==> config.mk <==
export PLATFORM = sky130hd
export DESIGN_NAME = serial_subtractor
export DESIGN_NICKNAME = d
export VERILOG_FILES = /design/src/rtl/serial_arith_pkg.sv /design/src/rtl/full_subtractor.sv /design/src/rtl/serial_subtractor.sv
export SDC_FILE = /design/constraint.sdc
export NUM_CORES = 1
export LEC_CHECK = 0
export ABC_AREA = 1
export BUFFER_PORTS_ARGS = -buffer_cell sky130_fd_sc_hd__buf_4
export CAP_MARGIN = 20
export CORE_ASPECT_RATIO = 1.1
export CORE_UTILIZATION = 40
export CTS_BUF_LIST = sky130_fd_sc_hd__clkbuf_16
export DETAILED_ROUTE_END_ITERATION = 10
export PLACE_DENSITY_LB_ADDON = 0.12
export SLEW_MARGIN = 20
export SYNTH_ARGS = -nofsm -noshare
export SYNTH_HDL_FRONTEND = slang
export SYNTH_HIERARCHICAL = 1
export SYNTH_SLANG_ARGS = --single-unit
==> constraint.sdc <==
create_clock -name clk -period 2.35 [get_ports clk]
set_input_delay 0.1175 -clock clk [delete_from_list [all_inputs] [get_ports clk]]
set_output_delay 0.1175 -clock clk [all_outputs]
set_load 0.005 [all_outputs]
==> src/rtl/serial_arith_pkg.sv <==
`default_nettype none
// ============================================================
// Module   : serial_arith_pkg
// Brief    : State encodings and default width for the serial subtractor
// Revision : 1.0
// ============================================================
package serial_arith_pkg;

  localparam int DEFAULT_WIDTH = 8;

  localparam logic [1:0] IDLE = 2'd0;
  localparam logic [1:0] RUN  = 2'd1;
  localparam logic [1:0] DONE = 2'd2;

endpackage
`default_nettype wire

==> src/rtl/full_subtractor.sv <==
`default_nettype none
// ============================================================
// Module   : full_subtractor
// Brief    : One-bit combinational subtractor with borrow in/out
// Revision : 1.0
// ============================================================
module full_subtractor (
  input  logic a,
  input  logic b,
  input  logic bin,
  output logic diff,
  output logic bout
);

  assign diff = a ^ b ^ bin;
  assign bout = (~a & b) | (~(a ^ b) & bin);

endmodule
`default_nettype wire

==> src/rtl/serial_subtractor.sv <==
`default_nettype none
// ============================================================
// Module   : serial_subtractor
// Brief    : Bit-serial a - b, LSB first, one bit per clock
// Revision : 1.0
// ============================================================
module serial_subtractor
  import serial_arith_pkg::*;
#(
  parameter int WIDTH = DEFAULT_WIDTH
) (
  input  logic             clk,
  input  logic             rst,
  input  logic             start,
  input  logic [WIDTH-1:0] a,
  input  logic [WIDTH-1:0] b,
  output logic             busy,
  output logic             done,
  output logic [WIDTH-1:0] diff,
  output logic             borrow
);

  localparam int               CNT_W    = $clog2(WIDTH) + 1;
  localparam logic [CNT_W-1:0] CNT_LAST = CNT_W'(WIDTH - 1);

  logic [1:0]       state_q, state_d;
  logic [WIDTH-1:0] a_q, a_d;
  logic [WIDTH-1:0] b_q, b_d;
  logic [WIDTH-1:0] diff_q, diff_d;
  logic             bin_q, bin_d;
  logic             borrow_q, borrow_d;
  logic [CNT_W-1:0] cnt_q, cnt_d;
  logic             w_bit_diff;
  logic             w_bit_bout;

  full_subtractor u_fs (
    .a    (a_q[0]),
    .b    (b_q[0]),
    .bin  (bin_q),
    .diff (w_bit_diff),
    .bout (w_bit_bout)
  );

  always_comb begin
    state_d  = state_q;
    a_d      = a_q;
    b_d      = b_q;
    diff_d   = diff_q;
    bin_d    = bin_q;
    borrow_d = borrow_q;
    cnt_d    = cnt_q;
    case (state_q)
      IDLE: begin
        if (start) begin
          a_d     = a;
          b_d     = b;
          bin_d   = 1'b0;
          cnt_d   = '0;
          state_d = RUN;
        end
      end
      RUN: begin
        // Result bits enter at the MSB so the LSB lands at bit 0 after WIDTH shifts.
        diff_d = {w_bit_diff, diff_q[WIDTH-1:1]};
        a_d    = a_q >> 1;
        b_d    = b_q >> 1;
        bin_d  = w_bit_bout;
        if (cnt_q == CNT_LAST) begin
          borrow_d = w_bit_bout;
          state_d  = DONE;
        end else begin
          cnt_d = cnt_q + CNT_W'(1);
        end
      end
      DONE:    state_d = IDLE;
      default: state_d = IDLE;
    endcase
  end

  always_ff @(posedge clk or posedge rst) begin
    if (rst) begin
      state_q  <= IDLE;
      a_q      <= '0;
      b_q      <= '0;
      diff_q   <= '0;
      bin_q    <= 1'b0;
      borrow_q <= 1'b0;
      cnt_q    <= '0;
    end else begin
      state_q  <= state_d;
      a_q      <= a_d;
      b_q      <= b_d;
      diff_q   <= diff_d;
      bin_q    <= bin_d;
      borrow_q <= borrow_d;
      cnt_q    <= cnt_d;
    end
  end

  assign busy   = (state_q != IDLE);
  assign done   = (state_q == DONE);
  assign diff   = diff_q;
  assign borrow = borrow_q;

endmodule
`default_nettype wire
Word-level counts from Yosys, hierarchy flattened --
Index checks and enable logic that the tools add are counted.
Cells by class: bitwise operators 7, shift-type cells 0, multiply operators 0, $add $sub $neg 1, reductions and logical operators 7, equal/unequal tests 6, $lt $le $gt $ge 0, multiplexer cells 12, div/mod/pow operators 0
Operators by type and width (number):
- $pmux W8 S2 | 2
- $mux W8 | 2
- $mux W4 | 2
- $pmux W4 S2 | 1
- $ne A2 B2 Y1 const B | 3
- $reduce_and A2 Y1 | 3
- $add A4 B1 Y4 const B | 1
- $eq A4 B3 Y1 const B | 1
- $mux W2 | 2
- $pmux W2 S2 | 1
- $reduce_bool A2 Y1 | 2
- $reduce_and A3 Y1 | 1
- $and A1 B1 Y1 | 2
- $eq A2 B1 Y1 const B | 1
- $eq A2 B2 Y1 const B | 1
- $logic_not A2 Y1 | 1
- $not A1 Y1 | 2
- $pmux W1 S2 | 1
- $xor A1 B1 Y1 | 2
- $mux W1 | 1
- $or A1 B1 Y1 | 1
Word-level totals: memory bits (writable) 0, register bits 32, input bits 19, latch bits 0, memories kept 0, ROM bits 0, output and inout bits 11, word-level logic and storage cells 40

Longest topological paths before layout --
depth in word-level cells 5, gate-level depth with buffers 7, gate-level depth less buffers 7

By module --
Netlist, hierarchy kept.
By module, submodules not included:
- serial_subtractor | sequential area each 800.8 um^2, instances 1, area each 1541.5 um^2, cells an instance 167
- full_subtractor | sequential area each 0.0 um^2, instances 1, area each 31.3 um^2, cells an instance 4

Least setup slack after synthesis --
Ideal clock, no wire load.
kind reg-to-reg, start reg cnt_q[0], end reg cnt_q[2], setup time 0.117 ns, buffers on the path 0, period minus slack after synthesis 1.080 ns, arrival 0.963 ns, data required time 2.233 ns, cell stages (with the launch flop) 8, slack 1.270 ns, cells stage by stage dfrtp_1 ha_1 nand2_1 nor2_2 nand2_2 nand2_1 nand2_1 nand2_1
On the way: cells in the longest elaborated chain, start to end 3, elaborated cells on any way between the ends 6, classes of those cells 1 x add/sub; 2 x eq/ne; 2 x mux; 1 x reduce/logical
Ends and longest elaborated chain:
- start: declaration | line serial_subtractor.sv:32 | logic [CNT_W-1:0] cnt_q, cnt_d;
- start signal: assignment | line serial_subtractor.sv:96 | cnt_q <= cnt_d;
- $add A4 B1 Y4 or $eq A4 B3 Y1 (tied branches) | line serial_subtractor.sv:72, serial_subtractor.sv:68
- $mux W4 or $ne A2 B2 Y1 (tied branches)
- $pmux W4 S2 or $reduce_and A3 Y1 (tied branches)
Several ways; a longest one is shown, not always the timed one. The select of a mux whose other input is x is not followed. A chain may end at the register's enable or synchronous reset.

Worst setup path in the final report --
start reg state_q[1], end reg cnt_q[3]
On the way: cells in the longest elaborated chain, start to end 3, elaborated cells on any way between the ends 7, classes of those cells 3 x eq/ne; 1 x mux; 3 x reduce/logical
Ends and longest elaborated chain:
- start: declaration | line serial_subtractor.sv:26 | logic [1:0] state_q, state_d;
- start signal: assignment | line serial_subtractor.sv:90 | state_q <= state_d;
- $eq A2 B1 Y1 or $logic_not A2 Y1 (tied branches) | line serial_subtractor.sv:52 | case (state_q)
- $ne A2 B2 Y1 (no source line) or $reduce_bool A2 Y1 (tied branches)
- $reduce_and A3 Y1 (no source line)
Several ways; a longest one is shown, not always the timed one.

==> flow_summary.html <==
<table>
<tr><th>Metric</th><th>Value</th></tr>
<tr><th colspan="2">Power and ir drop</th></tr>
<tr><td>Portion of total power attributed to combinational logic</td><td>0.364</td></tr>
<tr><td>Pwr per Cell Area</td><td>1360 nW/µm²</td></tr>
<tr><td>Peak supply drop</td><td>0.000731 V</td></tr>
<tr><td>Clk network pwr share</td><td>0.272</td></tr>
<tr><td>Sequential share of power</td><td>0.364</td></tr>
<tr><td>Sw Ratio</td><td>0.356</td></tr>
<tr><td>Net switching power</td><td>0.000936 W</td></tr>
<tr><td>Pleak</td><td>0.984 nW</td></tr>
<tr><td>Internal power contribution</td><td>0.00170 W</td></tr>
<tr><td>PnR Total Power</td><td>0.00263 W</td></tr>
<tr><th colspan="2">Synth</th></tr>
<tr><td>Post-synthesis sequential area ratio</td><td>0.509</td></tr>
<tr><td>Syn Nets</td><td>192</td></tr>
<tr><td>Yosys synthesis warning count</td><td>6</td></tr>
<tr><td>Post-synthesis register bit count</td><td>32</td></tr>
<tr><td>Netlist area before placement</td><td>1570 µm²</td></tr>
<tr><td>Cell variety after synth</td><td>22</td></tr>
<tr><td>Avg Inst Size Synth</td><td>9.20 µm²</td></tr>
<tr><td>Cell count after synthesis</td><td>171</td></tr>
<tr><th colspan="2">Finish</th></tr>
<tr><td>Filler instances</td><td>347</td></tr>
<tr><td>Diodes inserted</td><td>0</td></tr>
<tr><td>Combined flip-flop and latch cell area</td><td>801 µm²</td></tr>
<tr><td>Most frequent standard cell in the layout excluding fill and tap cells</td><td>nand2_1</td></tr>
<tr><td>Fraction of final layout cells with drive strength greater than 1</td><td>0.300</td></tr>
<tr><td>Area used by multi-input combinational logic</td><td>622 µm²</td></tr>
<tr><td>Number of nets in the finished design</td><td>223</td></tr>
<tr><td>Area overhead of the layout relative to synthesis</td><td>23.5%</td></tr>
<tr><td>Most frequent cells in the layout</td><td>47 x nand2_1, 32 x dfrtp_1, 30 x buf_4</td></tr>
<tr><th colspan="2">Timing</th></tr>
<tr><td>Final critical path time including I/O delays and setup</td><td>1410 ps</td></tr>
<tr><td>Count of pins over their slew limit</td><td>0</td></tr>
<tr><td>Maximum achievable frequency</td><td>709 MHz</td></tr>
<tr><td>Final hold viol count</td><td>0</td></tr>
<tr><td>Accumulated negative setup slack</td><td>0 ps</td></tr>
<tr><td>Post-route clock period utilization</td><td>0.601</td></tr>
<tr><td>Slew @ Worst Pin</td><td>418 ps</td></tr>
<tr><td>RSZ-0062 raised after global routing</td><td>no</td></tr>
<tr><td>Post-Route Skew</td><td>4.38 ps</td></tr>
<tr><td>Final setup violation count</td><td>0</td></tr>
<tr><td>Relative slew margins</td><td>0.721</td></tr>
<tr><th colspan="2">Route</th></tr>
<tr><td>1st-pass router iterations</td><td>4</td></tr>
<tr><td>Top routing layer used</td><td>met4</td></tr>
<tr><td>Total Routed Length</td><td>2.93 mm</td></tr>
<tr><td>WL per Instance</td><td>11.6 µm</td></tr>
<tr><td>Residual DRC</td><td>0</td></tr>
<tr><td>Number of DRC markers after the initial detailed-route iteration</td><td>77</td></tr>
<tr><td>Total number of vias</td><td>1,193</td></tr>
<tr><td>Met2 routed wirelength</td><td>1.42 mm</td></tr>
<tr><td>Met3 routed wirelength</td><td>138 µm</td></tr>
<tr><td>Routed metal-1 wirelength</td><td>1.36 mm</td></tr>
<tr><td>Detail Route Antenna Nets</td><td>0</td></tr>
<tr><td>Post-DR vias/cell</td><td>4.72</td></tr>
<tr><th colspan="2">Clocking</th></tr>
<tr><td>Number of clock buffers inserted by TritonCTS</td><td>5</td></tr>
<tr><td>Max clock buf depth</td><td>2</td></tr>
<tr><td>Post_cts resized</td><td>0</td></tr>
<tr><td>Maximum level of the CTS H-tree</td><td>2</td></tr>
<tr><td>CTS Root Cell</td><td>clkbuf_16</td></tr>
<tr><td>Clock slew at the register clock pins of the worst setup and hold paths</td><td>50 ps</td></tr>
<tr><td>Worst-Skew Late Latency</td><td>270 ps</td></tr>
<tr><td>CTS tree</td><td>done</td></tr>
<tr><td>Num Clock Sinks</td><td>32</td></tr>
<tr><th colspan="2">Placed design</th></tr>
<tr><td>Number of port buffers</td><td>29</td></tr>
<tr><td>Detailed-placement wirelength estimate</td><td>1.92 mm</td></tr>
<tr><td>Routability congestion estimate from global placement</td><td>0.689</td></tr>
<tr><th colspan="2">Floorplanning</th></tr>
<tr><td>Initial cell density of the core</td><td>0.424</td></tr>
<tr><td>Io pins</td><td>30</td></tr>
<tr><td>Core area</td><td>3710 µm²</td></tr>
<tr><td>Number of rows in the core area</td><td>23</td></tr>
<tr><td>X dimension of the die</td><td>61.8 µm</td></tr>
<tr><td>Vert. Die Dim</td><td>67.8 µm</td></tr>
<tr><td>Die area</td><td>4190 µm²</td></tr>
<tr><th colspan="2">Min path</th></tr>
<tr><td>Path type of the worst min-delay path</td><td>in -&gt; reg</td></tr>
<tr><td>Hold path depth</td><td>3</td></tr>
<tr><th colspan="2">Global route</th></tr>
<tr><td>Remaining global-route overflow</td><td>0</td></tr>
<tr><td>Global Route Usage Sum</td><td>0.168</td></tr>
<tr><td>Number of antenna violations at the first check in global routing</td><td>0</td></tr>
<tr><td>Wire length of the first global-routing pass</td><td>5.18 mm</td></tr>
<tr><td>Largest net degree at the start of global routing</td><td>33</td></tr>
<tr><td>Vias in the first global route</td><td>1,197</td></tr>
<tr><th colspan="2">Setup path</th></tr>
<tr><td>Worst Path Max Fanout</td><td>30</td></tr>
<tr><td>Data required time at the worst endpoint</td><td>2510 ps</td></tr>
<tr><td>Category of the most critical setup path</td><td>reg -&gt; reg</td></tr>
<tr><td>Worst EP arrival</td><td>1570 ps</td></tr>
<tr><td>Critical path startpoint category</td><td>register</td></tr>
<tr><td>Path depth of the worst reg2reg path</td><td>6</td></tr>
<tr><td>Sort of element at the end of the critical path</td><td>register</td></tr>
<tr><th colspan="2">Run</th></tr>
<tr><td># Max-Cap Violations</td><td>0</td></tr>
<tr><th colspan="2">Run status</th></tr>
<tr><td>Outcome</td><td>finished, final reports clean</td></tr>
</table>
## path summary, 6_finish.rpt
path / start / end / slack, ps
worst max-delay path: state_q[1] / cnt_q[3] / 940
worst min-delay path: a[7] / a_q[7] / 90
worst max register to register: state_q[1] / cnt_q[3] / 940
worst min register to register: diff[0] / diff[0] / 490
max in group asynchronous: rst / state_q[0] / 1550
min in group asynchronous: rst / a_q[0] / 500
## registers in the layout, summed over array words and instances (netlist names)
name	cells
cnt_q	4
diff	8
borrow	1
a_q	8
bin_q	1
state_q	2
b_q	8
## per-stage QoR
stage          setup WS, ps  cells   util  instance area, µm²  hold slack [ps]
2_1_floorplan          1270    171      -                1570              234
3_3_place_gp            970    244  0.476                1770              233
3_5_place_dp            923    244  0.476                1770              238
4_1_cts                 925    253  0.523                1940             86.1
5_1_grt                 781    253  0.523                1940              122
6_report                939    253  0.523                1940             88.9
## layout make-up
type,count,share of cell area
clock inverter,3,0.0200
tap,50,0.0322
sequential,32,0.412
timing repair buffer,31,0.121
clock buffer,5,0.0644
inverter,14,0.0296
multi-input combinational,118,0.320
## power by group through the flow
| stage | clock, W | combinational [W] | sequential, W |
|---|---|---|---|
| 2_1_floorplan | 0 | 0.000831 | 0.000940 |
| 3_3_place_gp | 0 | 0.000939 | 0.000960 |
| 3_5_place_dp | 0 | 0.000973 | 0.000964 |
| 4_1_cts | 0.000732 | 0.000977 | 0.000961 |
| 5_1_grt | 0.000760 | 0.00111 | 0.000995 |
| 6_report | 0.000715 | 0.000959 | 0.000958 |
## cells in the mapped netlist
master	number	area (µm²)
inv_1	12	45.0
nand2_2	1	6.26
buf_12	2	40.0
nand3_1	9	45.0
nand2_4	3	33.8
nand2_1	47	176
fa_1	1	20.0
inv_6	1	8.76
buf_4	1	7.51
o21bai_1	1	7.51
a21oi_1	6	30.0
nor2_2	1	6.26
a21oi_2	8	70.1
nor2_1	18	67.6
ha_1	1	12.5
dfrtp_1	32	801
inv_2	1	3.75
buf_6	4	45.0
nand4_1	2	12.5
o21ai_0	9	45.0
o21ai_1	2	10.0
o21ai_2	9	78.8
## critical path, cell delays in order (launching register included)
cell	delay [ps]
dfrtp_1	380
inv_2	110
nand2_4	240
inv_6	270
nand2_2	110
nand2_1	110
o21bai_1	80
## layer usage
| layer | track usage | up-vias |
|---|---|---|
| met4 | 0.0417 | 0 |
| met3 | 0.0556 | 2 |
| met5 | 0 | - |
| met1 | 0.209 | 558 |
| li1 | - | 609 |
| met2 | 0.280 | 24 |
## cell families after synthesis
kind of cell / after synthesis / share of synthesized area
buffers and inverters: 21 / 0.0955
adder cells (fa/ha/maj): 2 / 0.0207
flip-flops: 32 / 0.509
AO/OA/AOI/OAI: 35 / 0.154
AND/OR/NAND/NOR: 81 / 0.221
## timing repair
action	CTS	global route
hold endpoints to repair	32	0
hold buffers	1	0
setup buffers	0	0
No activity file was read; power rests on OpenSTA's default activity.
